File: config.mk
export PLATFORM = sky130hd
export DESIGN_NAME = mem_port_arbiter
export DESIGN_NICKNAME = d
export VERILOG_FILES = /design/src/rtl/mem_port_arbiter.sv
export SDC_FILE = /design/constraint.sdc
export NUM_CORES = 1
export LEC_CHECK = 0
export ABC_AREA = 0
export CORE_ASPECT_RATIO = 0.9
export CORE_MARGIN = 2
export CORE_UTILIZATION = 36
export CTS_BUF_LIST = sky130_fd_sc_hd__clkbuf_4 sky130_fd_sc_hd__clkbuf_8 sky130_fd_sc_hd__clkbuf_16
export DETAILED_ROUTE_END_ITERATION = 10
export GPL_TIMING_DRIVEN = 0
export PLACE_DENSITY_LB_ADDON = 0.3
export SKIP_LAST_GASP = 1
export SYNTH_ARGS = -nofsm -noshare
export SYNTH_HDL_FRONTEND = slang
export SYNTH_SLANG_ARGS = --single-unit
File: constraint.sdc
create_clock -name clk_i -period 2.1 [get_ports clk_i]
set_input_delay 0.21 -clock clk_i [delete_from_list [all_inputs] [get_ports clk_i]]
set_output_delay 0.21 -clock clk_i [all_outputs]
set_load 0.02 [all_outputs]
File: src/rtl/mem_port_arbiter.sv
// Arbitrates one single-port memory between instruction fetch and the load/store unit.
// One transaction is outstanding at a time; data wins ties unless fetch has been starved.
module mem_port_arbiter #(
  parameter int unsigned STARVE_MAX = 3,
  parameter int unsigned TIMEOUT    = 64,
  parameter logic [31:0] NOP_INSTR  = 32'h0000_0013
) (
  input  logic        clk_i,
  input  logic        rst_ni,
  // Fetch port
  input  logic        i_req_i,
  input  logic [31:0] i_addr_i,
  input  logic        i_kill_i,
  output logic        i_done_o,
  output logic [31:0] i_rdata_o,
  // Data port
  input  logic        d_req_i,
  input  logic        d_we_i,
  input  logic [31:0] d_addr_i,
  input  logic [31:0] d_wdata_i,
  input  logic [3:0]  d_be_i,
  output logic        d_done_o,
  output logic [31:0] d_rdata_o,
  // Pipeline stalls
  output logic        stall_if_o,
  output logic        stall_mem_o,
  // Memory side
  output logic        mem_req_o,
  output logic        mem_we_o,
  output logic [31:0] mem_addr_o,
  output logic [31:0] mem_wdata_o,
  output logic [3:0]  mem_be_o,
  input  logic        mem_ack_i,
  input  logic [31:0] mem_rdata_i,
  output logic        err_o
);

  localparam int unsigned StarveW = (STARVE_MAX > 0) ? $clog2(STARVE_MAX + 1) : 1;
  localparam int unsigned WdW     = (TIMEOUT > 1) ? $clog2(TIMEOUT) : 1;

  localparam logic [StarveW-1:0] StarveMax = StarveW'(STARVE_MAX);
  localparam logic [WdW-1:0]     WdLast    = WdW'(TIMEOUT - 1);

  typedef enum logic [1:0] {
    StIdle,
    StGntI,
    StGntD
  } state_e;

  state_e             state_q, state_d;
  logic [StarveW-1:0] starve_q, starve_d;
  logic [WdW-1:0]     wd_q, wd_d;
  logic               kill_q, kill_d;
  logic               err_q, err_d;
  logic               req_q, req_d;
  logic               we_q, we_d;
  logic [31:0]        addr_q, addr_d;
  logic [31:0]        wdata_q, wdata_d;
  logic [3:0]         be_q, be_d;

  logic fetch_ok;
  logic starved;
  logic in_gnt;
  logic timeout;
  logic finish;
  logic fetch_drop;

  assign fetch_ok   = i_req_i & ~i_kill_i;
  assign starved    = (starve_q == StarveMax);
  assign in_gnt     = (state_q != StIdle);
  // Watchdog fires on the last allowed grant cycle only if the memory stayed silent.
  assign timeout    = in_gnt & ~mem_ack_i & (wd_q == WdLast);
  assign finish     = in_gnt & (mem_ack_i | timeout);
  assign fetch_drop = kill_q | i_kill_i;

  always_comb begin
    state_d   = state_q;
    starve_d  = starve_q;
    wd_d      = wd_q;
    kill_d    = kill_q;
    err_d     = err_q;
    req_d     = req_q;
    we_d      = we_q;
    addr_d    = addr_q;
    wdata_d   = wdata_q;
    be_d      = be_q;
    i_done_o  = 1'b0;
    i_rdata_o = 32'h0;
    d_done_o  = 1'b0;
    d_rdata_o = 32'h0;

    unique case (state_q)
      StIdle: begin
        if (d_req_i && !(fetch_ok && starved)) begin
          state_d = StGntD;
          req_d   = 1'b1;
          we_d    = d_we_i;
          addr_d  = d_addr_i;
          wdata_d = d_wdata_i;
          be_d    = d_be_i;
          wd_d    = '0;
          if (i_req_i && !starved) begin
            starve_d = starve_q + 1'b1;
          end
        end else if (fetch_ok) begin
          state_d  = StGntI;
          req_d    = 1'b1;
          we_d     = 1'b0;
          addr_d   = i_addr_i;
          wdata_d  = 32'h0;
          be_d     = 4'hF;
          wd_d     = '0;
          kill_d   = 1'b0;
          starve_d = '0;
        end
      end

      StGntI: begin
        if (i_kill_i) begin
          kill_d = 1'b1;
        end
        if (finish) begin
          state_d = StIdle;
          req_d   = 1'b0;
          we_d    = 1'b0;
          kill_d  = 1'b0;
          if (timeout) begin
            err_d = 1'b1;
          end
          // A killed fetch still has to drain, but the pipeline must never see its data.
          if (!fetch_drop) begin
            i_done_o  = 1'b1;
            i_rdata_o = timeout ? NOP_INSTR : mem_rdata_i;
          end
        end else begin
          wd_d = wd_q + 1'b1;
        end
      end

      StGntD: begin
        if (finish) begin
          state_d   = StIdle;
          req_d     = 1'b0;
          we_d      = 1'b0;
          d_done_o  = 1'b1;
          d_rdata_o = timeout ? 32'h0 : mem_rdata_i;
          if (timeout) begin
            err_d = 1'b1;
          end
        end else begin
          wd_d = wd_q + 1'b1;
        end
      end

      default: begin
        state_d = StIdle;
        req_d   = 1'b0;
        we_d    = 1'b0;
      end
    endcase
  end

  always_ff @(posedge clk_i or negedge rst_ni) begin
    if (!rst_ni) begin
      state_q  <= StIdle;
      starve_q <= '0;
      wd_q     <= '0;
      kill_q   <= 1'b0;
      err_q    <= 1'b0;
      req_q    <= 1'b0;
      we_q     <= 1'b0;
      addr_q   <= 32'h0;
      wdata_q  <= 32'h0;
      be_q     <= 4'h0;
    end else begin
      state_q  <= state_d;
      starve_q <= starve_d;
      wd_q     <= wd_d;
      kill_q   <= kill_d;
      err_q    <= err_d;
      req_q    <= req_d;
      we_q     <= we_d;
      addr_q   <= addr_d;
      wdata_q  <= wdata_d;
      be_q     <= be_d;
    end
  end

  assign mem_req_o   = req_q;
  assign mem_we_o    = we_q;
  assign mem_addr_o  = addr_q;
  assign mem_wdata_o = wdata_q;
  assign mem_be_o    = be_q;
  assign err_o       = err_q;

  assign stall_if_o  = i_req_i & ~i_done_o;
  assign stall_mem_o = d_req_i & ~d_done_o;

endmodule

==> impl_metrics.py <==
metrics = {
    "status": {
        "status": "finished, violations left",
        "violations": "negative setup slack",
    },
    "detailed_routing": {
        "wl_per_cell_um": 17.6,
        "firstDrtPassIters": 5,
        "via_count": 4463,
        "drt-initial-drc-count": 252,
        "via_per_inst": 5.11,
        "drcViolationCount": 0,
        "wl_um": 15400,
        "detail-route-antenna-nets": 0,
    },
    "timing": {
        "setup_viol": 66,
        "skew_ns": 0.00736,
        "finalHoldViolations": 0,
        "fmax_ghz": 0.447,
        "tightest_slew_ns": 0.596,
        "final_min_period_over_clock_period_pct": 106,
        "rsz0062_at_grt": "true",
        "setup_slack_ns": -0.135,
        "slew_viol_final": 0,
        "finalCriticalPeriod_ns": 2.24,
        "slew_headroom_pct": 60.2,
    },
    "critical_path": {
        "crit_path_frequent_cell": "buf_6",
        "crit_fanout": 8,
        "critical-path-slowest-cell": "dfrtp_1",
        "r2r-end": "wd_q[3]",
        "arrival_ns": 2.03,
        "end_kind": "primary output",
        "rrSetupSlack_ns": -0.10,
        "setup.worst_path.start_class": "flop",
        "timing.rr.start": "state_q[1]",
        "cp_num_buf_inv": 5,
        "crit_type": "reg -> out",
        "slowest_delay_ns": 0.39,
        "worst-r2r-cell-count": 8,
        "critical-path-top-delay-family": "buffers and inverters",
        "required_ns": 1.89,
        "startpoint": "state_q[1]",
        "crit_chain": "inv_2 > ha_4 > buf_8 > nor2_4 > nand4_1 > buf_6 > clkbuf_8 > and3_1 > buf_6",
    },
    "yosys": {
        "ys.flop_type": "dfrtp_1",
        "postSynthAreaPerCell_sq_um": 10.4,
        "synth_edf_count": 0,
        "ys_types": 46,
        "synth_most_common_cell": "dfrtp_1",
        "yosys.area.top_type": "dfrtp_1",
        "synth_area_sq_mm": 0.00414,
        "syn_inst": 397,
        "synth-seq-cells": 82,
        "yosysSeqAreaShare_pct": 49.5,
        "postSynth.asyncResetShare_pct": 100,
        "synth_warnings": 0,
        "synth.area.top_cells": "dfrtp_1 (50%), and3_1 (8.9%), mux2i_1 (8.2%), a22o_1 (7.2%), o21ai_0 (4.4%)",
        "synth_top_area_share_pct": 49.5,
        "synthTopCellsByCount": "dfrtp_1 (82), and3_1 (59), nand2_1 (38), o21ai_0 (36)",
        "syn-num-nets": 541,
    },
    "clock_network": {
        "htree_levels": 3,
        "cts_tree": "done",
        "path_clk_slew_ns": 0.06,
        "clock-sinks": 82,
        "clock_latency_ns": 0.34,
        "cts_root_buf": "clkbuf_16",
        "cts_buffers": 9,
        "clk_path_buf_depth": 2,
    },
    "placed_design": {
        "place.gp.congestion": 0.835,
        "dpl.hpwl_um": 11100,
        "pre_cts_slack_ns": -0.545,
        "io_buffer_count": 276,
    },
    "worst_hold_path": {
        "whs_endpoint": "starve_q[0]",
        "hp-class": "in -> reg",
        "holdPathStages": 4,
        "hp-start": "d_req_i",
    },
    "pwr": {
        "p_per_area_mw_per_mm2": 1160,
        "leakagePower_nw": 3.67,
        "p_total_w": 0.00906,
        "irDropWorstVdd_v": 0.000797,
    },
    "grt": {
        "grt_use_total_pct": 23.8,
        "grt_pass1_vias": 4611,
        "antenna_found_initial": 0,
        "grt_max_degree": 49,
        "grt_pass1_wl_um": 23100,
        "overflow": 0,
    },
    "finish": {
        "diodes": 0,
        "drive_above_1_share_pct": 25.5,
        "areaGrowthSynthToFinish_pct": 89.4,
        "nNetsFinal": 856,
    },
    "run": {
        "max_cap_violations": 0,
    },
    "floorplan": {
        "die_x_um": 117,
        "die_y_um": 106,
        "start_util_pct": 36.5,
        "core_sq_mm": 0.0113,
        "die-area_sq_mm": 0.0124,
        "pin_count": 278,
        "row_count": 37,
    },
}
per-stage QoR:
stage,cells,setup TNS (ns),hold WS [ns],cell area [sq um],util [%]
6_report,873,-6.96,0.386,7840,69.1
5_1_grt,873,-8.97,0.434,7840,69.1
4_1_cts,870,-2.45,0.381,7670,67.7
3_5_place_dp,830,-35.46,0.197,7120,62.8
3_3_place_gp,829,-192.47,0.445,7100,62.6
2_1_floorplan,397,0,-0.0856,4140,-
power breakdown:
part	switching, W	internal, W	leakage, nW
sequential	0.000436	0.00230	1.02
combinational	0.00249	0.00238	2.51
clock	0.000632	0.000817	0.140
state kept, by name, indices dropped and copies added (netlist names):
signal / count
mem_addr_o: 32
mem_wdata_o: 32
wd_q: 6
mem_be_o: 4
starve_q: 2
state_q: 2
err_o: 1
kill_q: 1
mem_req_o: 1
mem_we_o: 1
worst max-delay path by stage:
stage	endpoint	cells after the start
6_report	i_rdata_o[10]	9
3_5_place_dp	i_rdata_o[23]	8
3_3_place_gp	mem_addr_o[30]	1
2_1_floorplan	i_rdata_o[25]	5
5_1_grt	i_rdata_o[17]	9
4_1_cts	i_rdata_o[18]	9
cell families after synthesis:
group           count (synthesis)  synth area share [%]
compound gates                104                  17.8
mux                            34                  8.22
buf+inv                        40                  4.83
flops                          82                  49.5
simple gates                  132                  18.1
fa+ha+maj                       5                  1.51
worst min-delay path, cell delays in order:
cell,delay [ns]
clkbuf_1,0.15
nand2b_1,0.10
a21oi_1,0.09
mux2i_1,0.13
per-layer routing:
| layer | global-route usage [%] | share of wire, % | wire length (um) |
|---|---|---|---|
| met1 | 27.6 | 38 | 5890 |
| met2 | 41.0 | 51 | 7790 |
| met5 | 0 | 0 | 0 |
| met4 | 9.24 | 2.9 | 446 |
| met3 | 7.02 | 8.2 | 1260 |
cell usage in the layout, fill, tap and decap left out, types with 4 or more instances in the layout:
cell type	synthesis	final
buf_4	3	33
a22o_1	34	34
inv_1	8	5
dfrtp_1	82	81
clkbuf_1	13	7
nand2_1	38	37
clkdlybuf4s50_1	0	207
and3_4	1	23
buf_6	3	51
buf_8	0	6
mux2i_1	34	34
nand3_1	5	5
nor2_1	8	5
buf_2	11	25
and3_1	59	39
clkbuf_16	0	9
o21ai_0	36	36
a21oi_1	8	8
o22a_1	4	4
cell type report:
cell class	instances	area [sq um]
Buffer	32	267
Clock buffer	10	233
Clock inverter	6	41.3
Fill cell	882	3500
Inverter	8	30.0
Multi-Input combinational cell	275	2070
Sequential cell	82	2050
Tap cell	156	195
Timing Repair Buffer	304	2950
timing repair:
| item | in CTS | in global routing |
|---|---|---|
| hold buffers | 1 | 0 |
| endpoints found under the hold margin | 34 | 0 |
| endpoints found under the setup margin | 68 | 85 |
| pin swaps | 8 | 2 |
| gates cloned | 3 | 1 |
| resized for setup | 395 | 50 |
| setup buffers | 21 | 2 |
Power figures use the tool's default switching activity.
==> RTL change: new RTL, config.mk and constraints unchanged <==
The parameter `TIMEOUT` goes from 64 to 128.
--- a/src/rtl/mem_port_arbiter.sv
+++ b/src/rtl/mem_port_arbiter.sv
@@ -4,3 +4,3 @@
   parameter int unsigned STARVE_MAX = 3,
-  parameter int unsigned TIMEOUT    = 64,
+  parameter int unsigned TIMEOUT    = 128,
   parameter logic [31:0] NOP_INSTR  = 32'h0000_0013
Check against the original RTL: no difference found for any inputs over 4 cycles, from zero or initial values and one cycle with rst_ni low; that may be too few to reach the edited logic, so the function may still have changed.
==> RTL change against the original RTL <==
  * The run still ends with negative setup slack left
  * Critical path depth fell by 1
  * Clock power rose by 28%
  * Clock skew rose by 0.0036 ns
  * Wire length rose by 2.9%
  * Setup slack got worse by 0.19 ns
  * Combinational power fell by 0.8%
  * Design area rose by 2.7%
  * Area after synthesis fell by 0.30%
  * Count of clock-buffer cells in the layout rose by 1
  * Power rose by 4.4%
  * Register-to-register slack improved by 0.23 ns
  * Sequential cell count rose by 1
==> RTL change: results <==
set metrics [dict create \
    numCtsBuffers 9 \
    synthTopCellsByCount "dfrtp_1, nand2_1, and3_1, a31oi_1, nor2_1" \
    firstDrtPassIters 4 \
    fin_nets 884 \
    routabilityCongestion 0.817 \
    clk_pin_slew_ns 0.06 \
    antenna_found_initial 0 \
    hold_buffers 1 \
    internal_power_w 0.00590 \
    violations "negative setup slack" \
    rrSetupSlack_ns 0.13 \
    cpMaxStageDelayCell "dfrtp_1" \
    setup_viol 67 \
    status "complete, but fails checks" \
    dp_hpwl_um 11700 \
    grt_max_degree 53 \
    crit_family "simple AND/OR/NAND/NOR gates" \
    drtIter0Drc 196 \
    cts.repair.resized 471 \
    post-place-ws_ns -0.718 \
    worst_ep_arrival_time_ns 2.21 \
    p_leak_nw 3.53 \
    grt_pass1_vias 4613 \
    drt-total-wl_um 15800 \
    worst_slack_ns -0.321 \
    vdd_drop_max_mv 0.613 \
    hold_path_class "input pin to async pin" \
    startpoint "wd_q[1]$_DFFE_PN0P_" \
    portBuffers 277 \
    finalClockSkew_ns 0.0109 \
    async_flop_share 1.00 \
    worstSetupEndpoint "i_rdata_o[18]" \
    synth_fp_nets 578 \
    drive_gt1_frac 0.251 \
    cts_setup_buffers 13 \
    reg2regPathDepth 7 \
    routed_via_density 5.10 \
    yosysSeqAreaShare 0.503 \
    ys_top_cells_by_area "dfrtp_1, and3_1, nand2_1, a22o_1, a31oi_1" \
    grt_pass1_wl_um 24000 \
    fillCellCount 861 \
    grt_usage 0.254 \
    tightest_slew_ns 0.566 \
    synth.distinct_cells 40 \
    crit_fanout 5 \
]
-- RTL change: final cells by class --
cell class              count  area (um2)  area share
inverters                   6        22.5     0.00280
well taps                 156         195      0.0242
clock inverters             5         108      0.0134
multi-input cells         307        2120       0.263
repair buffers            297        3040       0.377
plain buffers              36         248      0.0308
clock buffers              11         246      0.0306
flip-flops and latches     83        2080       0.258
-- RTL change: power groups by stage --
stage	clock network (W)	registers (W)	logic, W
floorplan	0	0.00356	0.00150
global placement	0	0.00275	0.00454
detailed placement	0	0.00278	0.00463
CTS	0.00189	0.00277	0.00481
global route	0.00195	0.00286	0.00515
finish	0.00186	0.00277	0.00483
-- RTL change: kinds of logic after synthesis --
group	after synthesis	synth area share
AND/OR/NAND/NOR	200	0.243
AO/OA/AOI/OAI	100	0.178
flip-flops	83	0.503
buffers and inverters	44	0.0561
adder cells (fa/ha/maj)	5	0.0152
multiplexers	2	0.00485
-- RTL change: metrics by stage --
stage	hold WS, ns	area (um2)	TNS [ns]	power, W	cells
floorplan	-0.0856	4130	0	0.00507	434
global placement	0.444	7100	-203.77	0.00729	867
detailed placement	0.188	7120	-36.13	0.00741	868
CTS	0.373	7960	-18.09	0.00947	901
global route	0.389	8050	-21.49	0.00996	901
finish	0.361	8050	-17.83	0.00946	901
-- RTL change: layer usage --
layer  track usage  vias to the layer above  part of all wire  wire (um)
met4        0.0824                        0             0.022        346
li1              -                     2162                 -          -
met1         0.275                     2200              0.36       5720
met2         0.464                      209              0.52       8310
met3        0.0771                       26             0.092       1460
met5             0                        -                 0          0
